<file path="config.mk">
export PLATFORM = sky130hd
export DESIGN_NAME = multiplicador_seq_4bits
export DESIGN_NICKNAME = d
export VERILOG_FILES = /design/src/rtl/multiplicador_seq_4bits.sv
export SDC_FILE = /design/constraint.sdc
export NUM_CORES = 1
export LEC_CHECK = 0
export CORE_AREA = 10 10 72 56
export DETAILED_ROUTE_END_ITERATION = 10
export DIE_AREA = 0 0 82 66
export PLACE_DENSITY = 0.75
export SLEW_MARGIN = 30
export SYNTH_ARGS = -nofsm -noshare
export SYNTH_HDL_FRONTEND = slang
export SYNTH_SLANG_ARGS = --single-unit
export TNS_END_PERCENT = 10
</file>
<file path="constraint.sdc">
create_clock -name clk -period 2.39 [get_ports clk]
set_clock_uncertainty 0.1 [all_clocks]
set_input_delay 0.478 -clock clk [delete_from_list [all_inputs] [get_ports clk]]
set_output_delay 0.478 -clock clk [all_outputs]
set_load 0.03 [all_outputs]
</file>
<file path="src/rtl/multiplicador_seq_4bits.sv">
// Sequential shift-and-add unsigned multiplier driving a WIDTH-bit ripple-carry adder once per bit.
// Define MULT_ZERO_BYPASS_EN to finish zero-operand jobs in one cycle instead of WIDTH.
module multiplicador_seq_4bits #(
    parameter int unsigned WIDTH = 4
) (
    input  logic                 clk,
    input  logic                 rst_n,
    input  logic                 start,
    input  logic [WIDTH-1:0]     A,
    input  logic [WIDTH-1:0]     B,
    output logic                 busy,
    output logic                 done,
    output logic [2*WIDTH-1:0]   Produto
);

    localparam int unsigned CW = (WIDTH > 1) ? $clog2(WIDTH) : 1;

    typedef enum logic [1:0] {
        S_IDLE,
        S_CALC,
        S_DONE
    } state_t;

    state_t             r_state;
    logic [WIDTH-1:0]   r_m;
    logic [WIDTH-1:0]   r_q;
    logic [WIDTH-1:0]   r_acc;
    logic               r_c;
    logic [CW-1:0]      r_count;

    logic [WIDTH-1:0]   w_addend;
    logic [WIDTH-1:0]   w_sum;
    logic [WIDTH:0]     w_carry;
    logic               w_cout;

    // r_c always shifts out as 0, so using it as carry-in keeps Cin=0 for every add.
    always_comb begin
        w_addend   = r_q[0] ? r_m : '0;
        w_carry    = '0;
        w_carry[0] = r_c;
        w_sum      = '0;
        for (int unsigned i = 0; i < WIDTH; i++) begin
            w_sum[i]       = r_acc[i] ^ w_addend[i] ^ w_carry[i];
            w_carry[i + 1] = (r_acc[i] & w_addend[i]) | (w_carry[i] & (r_acc[i] ^ w_addend[i]));
        end
        w_cout = w_carry[WIDTH];
    end

    always_ff @(posedge clk or negedge rst_n) begin
        if (!rst_n) begin
            r_state <= S_IDLE;
            r_m     <= '0;
            r_q     <= '0;
            r_acc   <= '0;
            r_c     <= 1'b0;
            r_count <= '0;
            busy    <= 1'b0;
            done    <= 1'b0;
            Produto <= '0;
        end else begin
            case (r_state)
                S_IDLE: begin
                    done <= 1'b0;
                    if (start) begin
                        r_m     <= A;
                        r_q     <= B;
                        r_acc   <= '0;
                        r_c     <= 1'b0;
                        r_count <= '0;
                        busy    <= 1'b1;
`ifdef MULT_ZERO_BYPASS_EN
                        if ((A == '0) || (B == '0)) begin
                            Produto <= '0;
                            done    <= 1'b1;
                            r_state <= S_DONE;
                        end else begin
                            r_state <= S_CALC;
                        end
`else
                        r_state <= S_CALC;
`endif
                    end
                end
                S_CALC: begin
                    // {C,acc,Q} <= {0, cout, sum, Q} >> 1
                    r_c     <= 1'b0;
                    r_acc   <= {w_cout, w_sum[WIDTH-1:1]};
                    r_q     <= {w_sum[0], r_q[WIDTH-1:1]};
                    r_count <= r_count + 1'b1;
                    if (r_count == CW'(WIDTH - 1)) begin
                        Produto <= {w_cout, w_sum, r_q[WIDTH-1:1]};
                        done    <= 1'b1;
                        r_state <= S_DONE;
                    end
                end
                S_DONE: begin
                    done    <= 1'b0;
                    busy    <= 1'b0;
                    r_state <= S_IDLE;
                end
                default: begin
                    done    <= 1'b0;
                    busy    <= 1'b0;
                    r_state <= S_IDLE;
                end
            endcase
        end
    end

endmodule

</file>
# Word level (Yosys, flattened, before mapping)
# Index checks and enable logic that the tools add are counted.
# classes
shifts	0
n_lt_le_gt_ge	0
n_reduce_logical	7
eq_ne	4
bitwise_logic	21
mux	16
n_addsub	1
div	0
n_mul	0
# op_table
operator	n
one-hot mux 4 bit (2 select lines)	2
2-to-1 mux 4 bit	3
AND reduction 2 bit	5
bitwise AND 1 bit	8
one-hot mux 2 bit (2 select lines)	2
XOR 1 bit	8
2-to-1 mux 2 bit	3
2-to-1 mux 1 bit	4
inequality test 2 bit, second input constant	2
bitwise OR 1 bit	4
one-hot mux 1 bit (2 select lines)	2
adder 2 x 1 -> 2 bit, second input constant	1
== test 2 x 1 -> 1 bit, second input constant	1
== test 2 bit, second input constant	1
logical NOT 2 bit	1
nonzero test 2 bit	1
NOT 1 bit	1
# totals
mem_bits_rw	0
latchBits	0
regBits	27
n_memories	0
output_inout_bits	10
rom_bits	0
inputBits	11
elab_cells	58

# Depth between registers and ports, before layout
# Gate-level depths: netlist (run 1).
# logic_depth
ltp_word	11
depth_mapped	7

# Least setup slack after synthesis (run 1)
# No wires, ideal clock.
# synth_path
kind	reg2reg
from	reg r_q[0]
to	reg r_acc[2]
path_stages_with_launch	8
setup_ns	0.083
slack_ns	0.155
path_buffers	0
arrival_time_ns	2.053
synth_period_minus_slack_ns	2.235
cell_sequence	dfrtp_1 > and2_1 > ha_1 > fa_1 > fa_1 > inv_1 > fa_1 > o21ai_0
# synth_via
elab_chain_cells	10
word_cells_on_any_way	16
# synth_lines
item	line	rtl
start, declared	26	logic [WIDTH-1:0] r_q;
start signal, assigned	88	r_q <= {w_sum[0], r_q[WIDTH-1:1]};
2-to-1 mux 4 bit *	38	w_addend = r_q[0] ? r_m : '0;
XOR 1 bit	44	w_carry[i + 1] = (r_acc[i] & w_addend[i]) | (w_carry[i] & (r_acc[i] ^ w_addend[i]));
bitwise AND 1 bit	44	
bitwise OR 1 bit	44	
bitwise AND 1 bit	44	
bitwise OR 1 bit	44	
bitwise AND 1 bit	44	
bitwise OR 1 bit	44	
XOR 1 bit *	43	w_sum[i] = r_acc[i] ^ w_addend[i] ^ w_carry[i];
one-hot mux 4 bit (2 select lines) *	61	case (r_state)
end signal, assigned	87	r_acc <= {w_cout, w_sum[WIDTH-1:1]};
end, declared	27	logic [WIDTH-1:0] r_acc;
# Mark *: on every way between the ends. The rest lies on a longest branch, timed or not.
# A chain may end at the register's enable or synchronous reset.

# Worst setup path after layout (run 1)
# layout_path
from	reg r_m[0]
to	reg Produto[6]
# layout_via
elab_chain_cells	9
word_cells_on_any_way	10
# layout_lines
item	line	rtl
start, declared	25	logic [WIDTH-1:0] r_m;
start signal, assigned	52	r_m <= '0;
start signal, assigned	65	r_m <= A;
2-to-1 mux 4 bit *	38	
XOR 1 bit	44	
bitwise AND 1 bit	44	
bitwise OR 1 bit *	44	
bitwise AND 1 bit *	44	
bitwise OR 1 bit *	44	
bitwise AND 1 bit *	44	
bitwise OR 1 bit *	44	
XOR 1 bit *	43	
end signal, assigned	91	Produto <= {w_cout, w_sum, r_q[WIDTH-1:1]};
end, declared	13	output logic [2*WIDTH-1:0] Produto
# Marked as above.

==> results of run 1 <==
worst max-delay path, cell delays in order, from the launching register on:
cell and delay [ps]:
sky130_fd_sc_hd__dfrtp_1 380, sky130_fd_sc_hd__and2_1 160, sky130_fd_sc_hd__ha_1 180, sky130_fd_sc_hd__fa_1 390
sky130_fd_sc_hd__fa_2 350, sky130_fd_sc_hd__inv_2 60, sky130_fd_sc_hd__fa_1 430, sky130_fd_sc_hd__o21ai_1 140
Yosys cell counts, drive strengths merged, types with 2 or more instances:
cell,count
o21ai,5
nand2b,2
a21oi,6
fa,3
nand2,7
a22o,3
nor2,4
dfrtp,26
inv,6
o22ai,8
ha,2
and2,3
mux2,10
power groups by stage:
| stage | combinational, mW | clock (mW) | sequential (mW) |
|---|---|---|---|
| after CTS | 1.02 | 0.287 | 0.804 |
| after global placement | 0.978 | 0 | 0.800 |
| final | 1.05 | 0.276 | 0.796 |
| after detailed placement | 1.01 | 0 | 0.811 |
| after floorplan | 0.538 | 0 | 0.936 |
| after global routing | 1.16 | 0.304 | 0.830 |
layout make-up:
cell class,count,share of cell area (%)
multi-input cells,56,31.7
flip-flops and latches,26,44.9
clock buffers,4,3.80
repair buffers,22,14.9
inverters,6,1.56
well taps,36,3.11
state kept, by name (all words and copies together), names as in the netlist:
signal,count
r_count,2
r_state,2
done,1
r_m,4
r_acc,4
Produto,8
busy,1
r_q,4
through the flow:
stage	utilization, %	worst slack [ps]	std cells	instance area (um^2)	hold slack [ps]
2_1_floorplan	-	155	90	1140	82.4
3_3_place_gp	51.5	109	145	1380	361
3_5_place_dp	51.5	10.7	145	1380	371
4_1_cts	53.6	4.52	149	1440	390
5_1_grt	54.0	37.7	150	1450	416
6_report	54.0	138	150	1450	384
cells by family (layout without fill, tap and decap cells):
logic type | Yosys count | count (layout) | share of synthesized area, %
adders and majority gates | 5 | 5 | 7.43
muxes | 10 | 10 | 11.5
buffers and inverters | 8 | 32 | 3.28
AOI/OAI and AO/OA | 23 | 23 | 12.1
and+or+nand+nor | 18 | 18 | 8.85
DFF | 26 | 26 | 56.8
timing repair:
item	in CTS	in global routing
buffers inserted	0	1
gates resized for setup	0	4
endpoints found under the setup margin	0	2
worst min path at each step:
stage,to,cells after the start,startpoint
after global placement,Produto[7],2,Produto[7]
after floorplan,Produto[0],0,rst_n
final,Produto[7],2,Produto[7]
after detailed placement,Produto[6],2,Produto[6]
after global routing,Produto[6],2,Produto[6]
after CTS,Produto[6],2,Produto[6]
routing by layer:
metal	vias up	global-route usage, %	part of all wire, %
met5	-	0	0
met4	0	2.54	0.70
met3	4	3.94	6.7
met2	17	13.7	46
met1	366	12.1	46
li1	364	-	-
==> results.txt, run 1 <==
----------------------------------------------------
[CTS]
  TritonCTS clock tree ... built
  Clock edge transition at the registers on the reported setup and hold paths ... 80 ps
  H-tree depth reported by CTS ... 1
  CTS Hold Buffers Added ... 0
  Number of clock sinks ... 26
  Maximum clock insertion buffer count ... 2
  CTS Root Cell ... sky130_fd_sc_hd__clkbuf_8
  Clk Latency, worst-skew pair ... 270 ps
  Number of buffers inserted during clock tree synthesis ... 3

[Placed design]
  RD Place Congestion ... 0.744
  Post-detail-place hpwl ... 1710 um
  Port buffer count ... 20

[Power]
  P_leak ... 0.640 nW
  Fraction of power consumed by the clock network ... 13.0%
  Proportion of power drawn by flip-flops and latches ... 37.5%
  Switching power share of the total ... 38.3%
  IR drop worst, VDD ... 0.000619 V
  Areal power density over the cells ... 1470 nW/um^2
  Switching power ... 813 uW
  Share of power burned in combinational logic ... 49.5%
  Power, Total ... 2.12 mW
  Cell Int Power ... 1.31 mW

[STA]
  Slew HR ... 65.0%
  Final Hold Violating Endpoints ... 0
  Maximum clock frequency ... 444 MHz
  Min cycle time layout ... 2250 ps
  Number of failing setup endpoints in the final timing report ... 0
  RSZ-0062 raised after global routing ... no
  Period utilization ... 94.2%
  Setup_tns ... 0 ps
  Measured slew at the worst slew-check pin ... 524 ps
  Number of max-slew violations in the final report ... 0

[Setup path]
  Required arrival time at the worst endpoint ... 2480 ps
  R2r setup slk ... 140 ps
  Type of element launching the critical path ... flop
  Element type at the critical path end ... flop
  Critical path capture point ... Produto[6]
  Length in cells of the worst reg-to-reg path ... 7
  Worst setup startpoint ... r_m[0]
  Reg-to-reg critical path startpoint ... r_m[0]
  Data arrival time at the worst-slack endpoint ... 2340 ps
  CP Max Fanout ... 2
  Critical setup path kind ... reg -> reg
  Reg2reg end ... Produto[6]

[GRT]
  Wire length of the first global-routing pass ... 3950 um
  GRT Total Usage ... 9.27%
  Maximum number of pins on one net before global-route repair ... 27
  Sum of overflow across all layers after global routing ... 0
  Number of antenna violations at the first check in global routing ... 0
  Number of global-route vias before repair ... 799

[Die]
  I/O Pins ... 21
  Number of placement rows ... 16
  Area inside the core boundary ... 2680 um^2
  Initial core utilization ... 42.7%
  Die Height ... 66 um
  X dimension of the die ... 82 um
  Overall die area ... 5410 um^2

[Synth]
  Average cell area after synthesis ... 12.7 um^2
  Synth Instances ... 90
  Count of flip-flops with a built-in enable after synthesis ... 0
  Net Count, Synth ... 106
  Distinct cell type count after synthesis ... 21
  Number of warning messages in the yosys log ... 0
  Post-synthesis instance area ... 1140 um^2
  Top FF cell, synth ... sky130_fd_sc_hd__dfrtp_1
  Post-synth ARST share ... 100%
  Top cell type's share of synthesized area ... 56.8%
  Ranking of synthesized cells by area ... sky130_fd_sc_hd__dfrtp_1 57%, sky130_fd_sc_hd__mux2_4 6.6%, sky130_fd_sc_hd__fa_1 5.2%
  Part of the Yosys area used for sequential elements ... 56.8%
  Cell type contributing the most total cell area after synthesis ... sky130_fd_sc_hd__dfrtp_1
  Synth Register Bits ... 26

[Finish]
  Total area of multi-input combinational cells ... 459 um^2
  Number of nets at the end of the flow ... 131
  Most common cell after layout, fill and taps aside ... sky130_fd_sc_hd__dfrtp_1
  Highest-count cells in the layout ignoring fill and taps ... 26 x sky130_fd_sc_hd__dfrtp_1, 20 x sky130_fd_sc_hd__clkdlybuf4s50_1, 8 x sky130_fd_sc_hd__o22ai_1
  Fraction of final layout cells with drive strength greater than 1 ... 18.4%
  Layout Area Growth over Synthesis ... 26.4%
  Fillers ... 242
  Sequential cell area in the final layout ... 651 um^2
  Number of antenna cells inserted ... 0

[Detailed routing]
  Via count of the routed design ... 751
  Antenna Nets Post-Route ... 0
  DRC violation count after routing ... 0
  Via density per instance ... 5.01
  Detailed Routing Iterations Pass 1 ... 6
  Detailed-route wire length per cell ... 15.2 um
  Iteration-0 DRC count of the detailed router ... 38
  Total detailed-routing wirelength ... 2280 um

[Outcome]
  Outcome ... finished, final reports clean

[Worst hold path]
  Type of the tightest min-delay check ... reg -> reg

[Job]
  MaxCap Viol Count ... 0

----------------------------------------------------
Note: power is estimated with default switching activity, not from simulation.
==> run 2: changes to the inputs <==
- CORE_AREA: 10 10 72 56 -> 2 2 64 48
- DIE_AREA: 0 0 82 66 -> 0 0 66 50
- GPL_TIMING_DRIVEN: unset -> 0
==> run 2 against run 1 <==
  * Combinational power barely moved
  * Sequential power is essentially flat
  * Global-route usage rose by 5.7 points
  * Core utilization increased by 1.1 points
  * Clock power up 32%
  * Power rose by 4.8%
  * First-iteration DRC count shrank 32%
  * Critical path type unchanged
  * Critical endpoint is now r_acc[2]
==> results.txt, run 2 (synthesis results as in run 1) <==
----------------------------------------------------
[Die]
  I/O Pins ... 21 (unchanged)
  Die Height ... 50 um (was 66 um)
  Number of placement rows ... 16 (unchanged)
  Area inside the core boundary ... 2680 um^2 (unchanged)
  Overall die area ... 3300 um^2 (was 5410 um^2)
  Initial core utilization ... 42.7% (unchanged)
  X dimension of the die ... 66 um (was 82 um)

[Detailed routing]
  DRC violation count after routing ... 0 (unchanged)
  Iteration-0 DRC count of the detailed router ... 26 (was 38)
  Detailed Routing Iterations Pass 1 ... 4 (was 6)
  Via count of the routed design ... 748 (was 751)
  Total detailed-routing wirelength ... 2130 um (was 2280 um)
  Antenna Nets Post-Route ... 0 (unchanged)
  Via density per instance ... 4.92 (was 5.01)
  Detailed-route wire length per cell ... 14.0 um (was 15.2 um)

[Setup path]
  Maximum cell stage delay along the critical path ... 450 ps (was 430 ps)
  Type of element launching the critical path ... flop (unchanged)
  Data arrival time at the worst-slack endpoint ... 2410 ps (was 2340 ps)
  CP bufs+invs ... 1 (unchanged)
  R2r setup slk ... 80 ps (was 140 ps)
  Cell mode on critical path ... sky130_fd_sc_hd__fa_2 (was sky130_fd_sc_hd__fa_1)
  CP Max Fanout ... 3 (was 2)
  Critical setup path kind ... reg -> reg (unchanged)
  Element type at the critical path end ... flop (unchanged)
  Cell with the largest stage delay on the worst path ... sky130_fd_sc_hd__fa_1 (unchanged)
  Cell-by-cell listing of the critical path ... and2_1 > ha_1 > fa_2 > fa_2 > inv_2 > fa_1 > o21ai_1 (was and2_1 > ha_1 > fa_1 > fa_2 > inv_2 > fa_1 > o21ai_1)
  Required arrival time at the worst endpoint ... 2480 ps (about the same)
  Top cell family by delay on the critical path ... adder cells (unchanged)

[GRT]
  Sum of overflow across all layers after global routing ... 0 (unchanged)
  Number of antenna violations at the first check in global routing ... 0 (unchanged)
  GRT Total Usage ... 15.0% (was 9.27%)
  Wire length of the first global-routing pass ... 3590 um (was 3950 um)
  Maximum number of pins on one net before global-route repair ... 27 (unchanged)
  Number of global-route vias before repair ... 750 (was 799)

[Worst hold path]
  Type of the tightest min-delay check ... in -> async (was reg -> reg)

[Finish]
  Highest-count cells in the layout ignoring fill and taps ... 26 x sky130_fd_sc_hd__dfrtp_1, 19 x sky130_fd_sc_hd__clkdlybuf4s50_1, 8 x sky130_fd_sc_hd__o22ai_1 (was 26 x sky130_fd_sc_hd__dfrtp_1, 20 x sky130_fd_sc_hd__clkdlybuf4s50_1, 8 x sky130_fd_sc_hd__o22ai_1)
  Number of nets at the end of the flow ... 133 (was 131)
  Number of antenna cells inserted ... 0 (unchanged)
  Number of flip-flops in the largest register ... 8 (unchanged)
  Fraction of final layout cells with drive strength greater than 1 ... 20.7% (was 18.4%)
  Layout Area Growth over Synthesis ... 29.0% (was 26.4%)
  Top reg by flops ... Produto (unchanged)
  Most common cell after layout, fill and taps aside ... sky130_fd_sc_hd__dfrtp_1 (unchanged)

[STA]
  RSZ-0062 raised after global routing ... no (unchanged)
  Number of failing setup endpoints in the final timing report ... 0 (unchanged)
  Final Hold Violating Endpoints ... 0 (unchanged)
  Worst-case hold slack ... 78.7 ps (was 384 ps)
  Min cycle time layout ... 2310 ps (was 2250 ps)
  Number of max-slew violations in the final report ... 0 (unchanged)
  Crit path setup slack, layout ... 76.1 ps (was 138 ps)
  Maximum clock frequency ... 432 MHz (was 444 MHz)
  Slew HR ... 62.0% (was 65.0%)
  Measured slew at the worst slew-check pin ... 570 ps (was 524 ps)
  Period utilization ... 96.8% (was 94.2%)

[CTS]
  CTS Hold Buffers Added ... 0 (unchanged)
  Number of buffers inserted during clock tree synthesis ... 3 (unchanged)
  H-tree depth reported by CTS ... 1 (unchanged)
  TritonCTS clock tree ... built (unchanged)
  Clock edge transition at the registers on the reported setup and hold paths ... 100 ps (was 80 ps)
  Maximum clock insertion buffer count ... 2 (unchanged)
  CTS Root Cell ... sky130_fd_sc_hd__clkbuf_8 (unchanged)
  Number of clock sinks ... 26 (unchanged)
  Clk Latency, worst-skew pair ... 280 ps (was 270 ps)

[Job]
  MaxCap Viol Count ... 0 (unchanged)

[Power]
  Power, Total ... 2.22 mW (was 2.12 mW)
  P_leak ... 0.652 nW (was 0.640 nW)
  IR drop worst, VDD ... 0.000643 V (was 0.000619 V)
  Areal power density over the cells ... 1510 nW/um^2 (was 1470 nW/um^2)

[Placed design]
  RD Place Congestion ... 0.712 (was 0.744)
  Post-detail-place hpwl ... 1560 um (was 1710 um)
  Port buffer count ... 20 (unchanged)
  Worst slack at placement ... -67.9 ps (was 10.7 ps)

[Outcome]
  Outcome ... finished, final reports clean (unchanged)

----------------------------------------------------
-- run 2: cell count changes in the layout (fill, tap and decap cells not counted), sizes merged --
cell and change:
bufinv +1, clkdlybuf4s50 -1, buf +2
-- run 2: repair_timing --
action	4_1_cts	5_1_grt
pin swaps	0	3
gates resized for setup	3	2
hold endpoints to repair	0	0
setup endpoints to repair	2	2
setup buffers	2	0
-- run 2: worst paths after layout --
path                                  from          to  depth (start not counted)
worst min-delay path                 rst_n      r_q[2]                          1
max in group asynchronous            rst_n    r_acc[1]                          1
worst max-delay path                r_q[0]    r_acc[2]                          7
worst max register to register      r_q[0]    r_acc[2]                          7
worst min register to register  Produto[7]  Produto[7]                          2
min in group clk                Produto[7]  Produto[7]                          2
-- run 2: power by group --
part           leakage [nW]  internal, mW  total, mW  switching (mW)
Sequential            0.311         0.650      0.798           0.148
Clock                0.0357         0.224      0.363           0.139
Combinational         0.305         0.528       1.06           0.535
Total                 0.652          1.40       2.22           0.821
-- run 2: through the flow --
stage	setup TNS, ps	std cells	util (%)	cell area (um^2)
detailed placement	-109	146	51.6	1390
floorplan	0	90	-	1140
global placement	0	146	51.8	1390
finish	0	152	55.0	1480
global route	0	152	55.0	1480
CTS	0	152	54.9	1470
-- run 2: area by class of cell --
cell class,instances,area (um^2)
Clock buffer,3,41.3
Timing Repair Buffer,22,210
Sequential cell,26,651
Multi-Input combinational cell,56,462
Buffer,2,15.0
Clock inverter,1,30.0
Fill cell,242,1210
Tap cell,36,45.0
Inverter,6,22.5
-- run 2: layer usage --
| layer | global-route usage (%) | vias up | share of wire, % |
|---|---|---|---|
| met3 | 5.48 | 2 | 4.5 |
| met2 | 22.1 | 20 | 46 |
| met1 | 21.3 | 357 | 49 |
| met5 | 0 | - | 0 |
| li1 | - | 369 | - |
| met4 | 3.06 | 0 | 0.38 |
-- run 2: worst reg2reg max path: stages (launching register included) --
cell,delay [ps]
sky130_fd_sc_hd__dfrtp_1,420
sky130_fd_sc_hd__and2_1,150
sky130_fd_sc_hd__ha_1,190
sky130_fd_sc_hd__fa_2,350
sky130_fd_sc_hd__fa_2,360
sky130_fd_sc_hd__inv_2,70
sky130_fd_sc_hd__fa_1,450
sky130_fd_sc_hd__o21ai_1,140
==> run 3: changes to the inputs <==
--- a/constraint.sdc
+++ b/constraint.sdc
@@ -4,2 +4,2 @@
 set_output_delay 0.478 -clock clk [all_outputs]
-set_load 0.03 [all_outputs]
+set_load 0.01 [all_outputs]
==> results of run 3 <==
Same layout as run 2 (identical final DEF). Status: finished, final reports clean.
Main changes from that run: total power 2.22 mW -> 2.10 mW
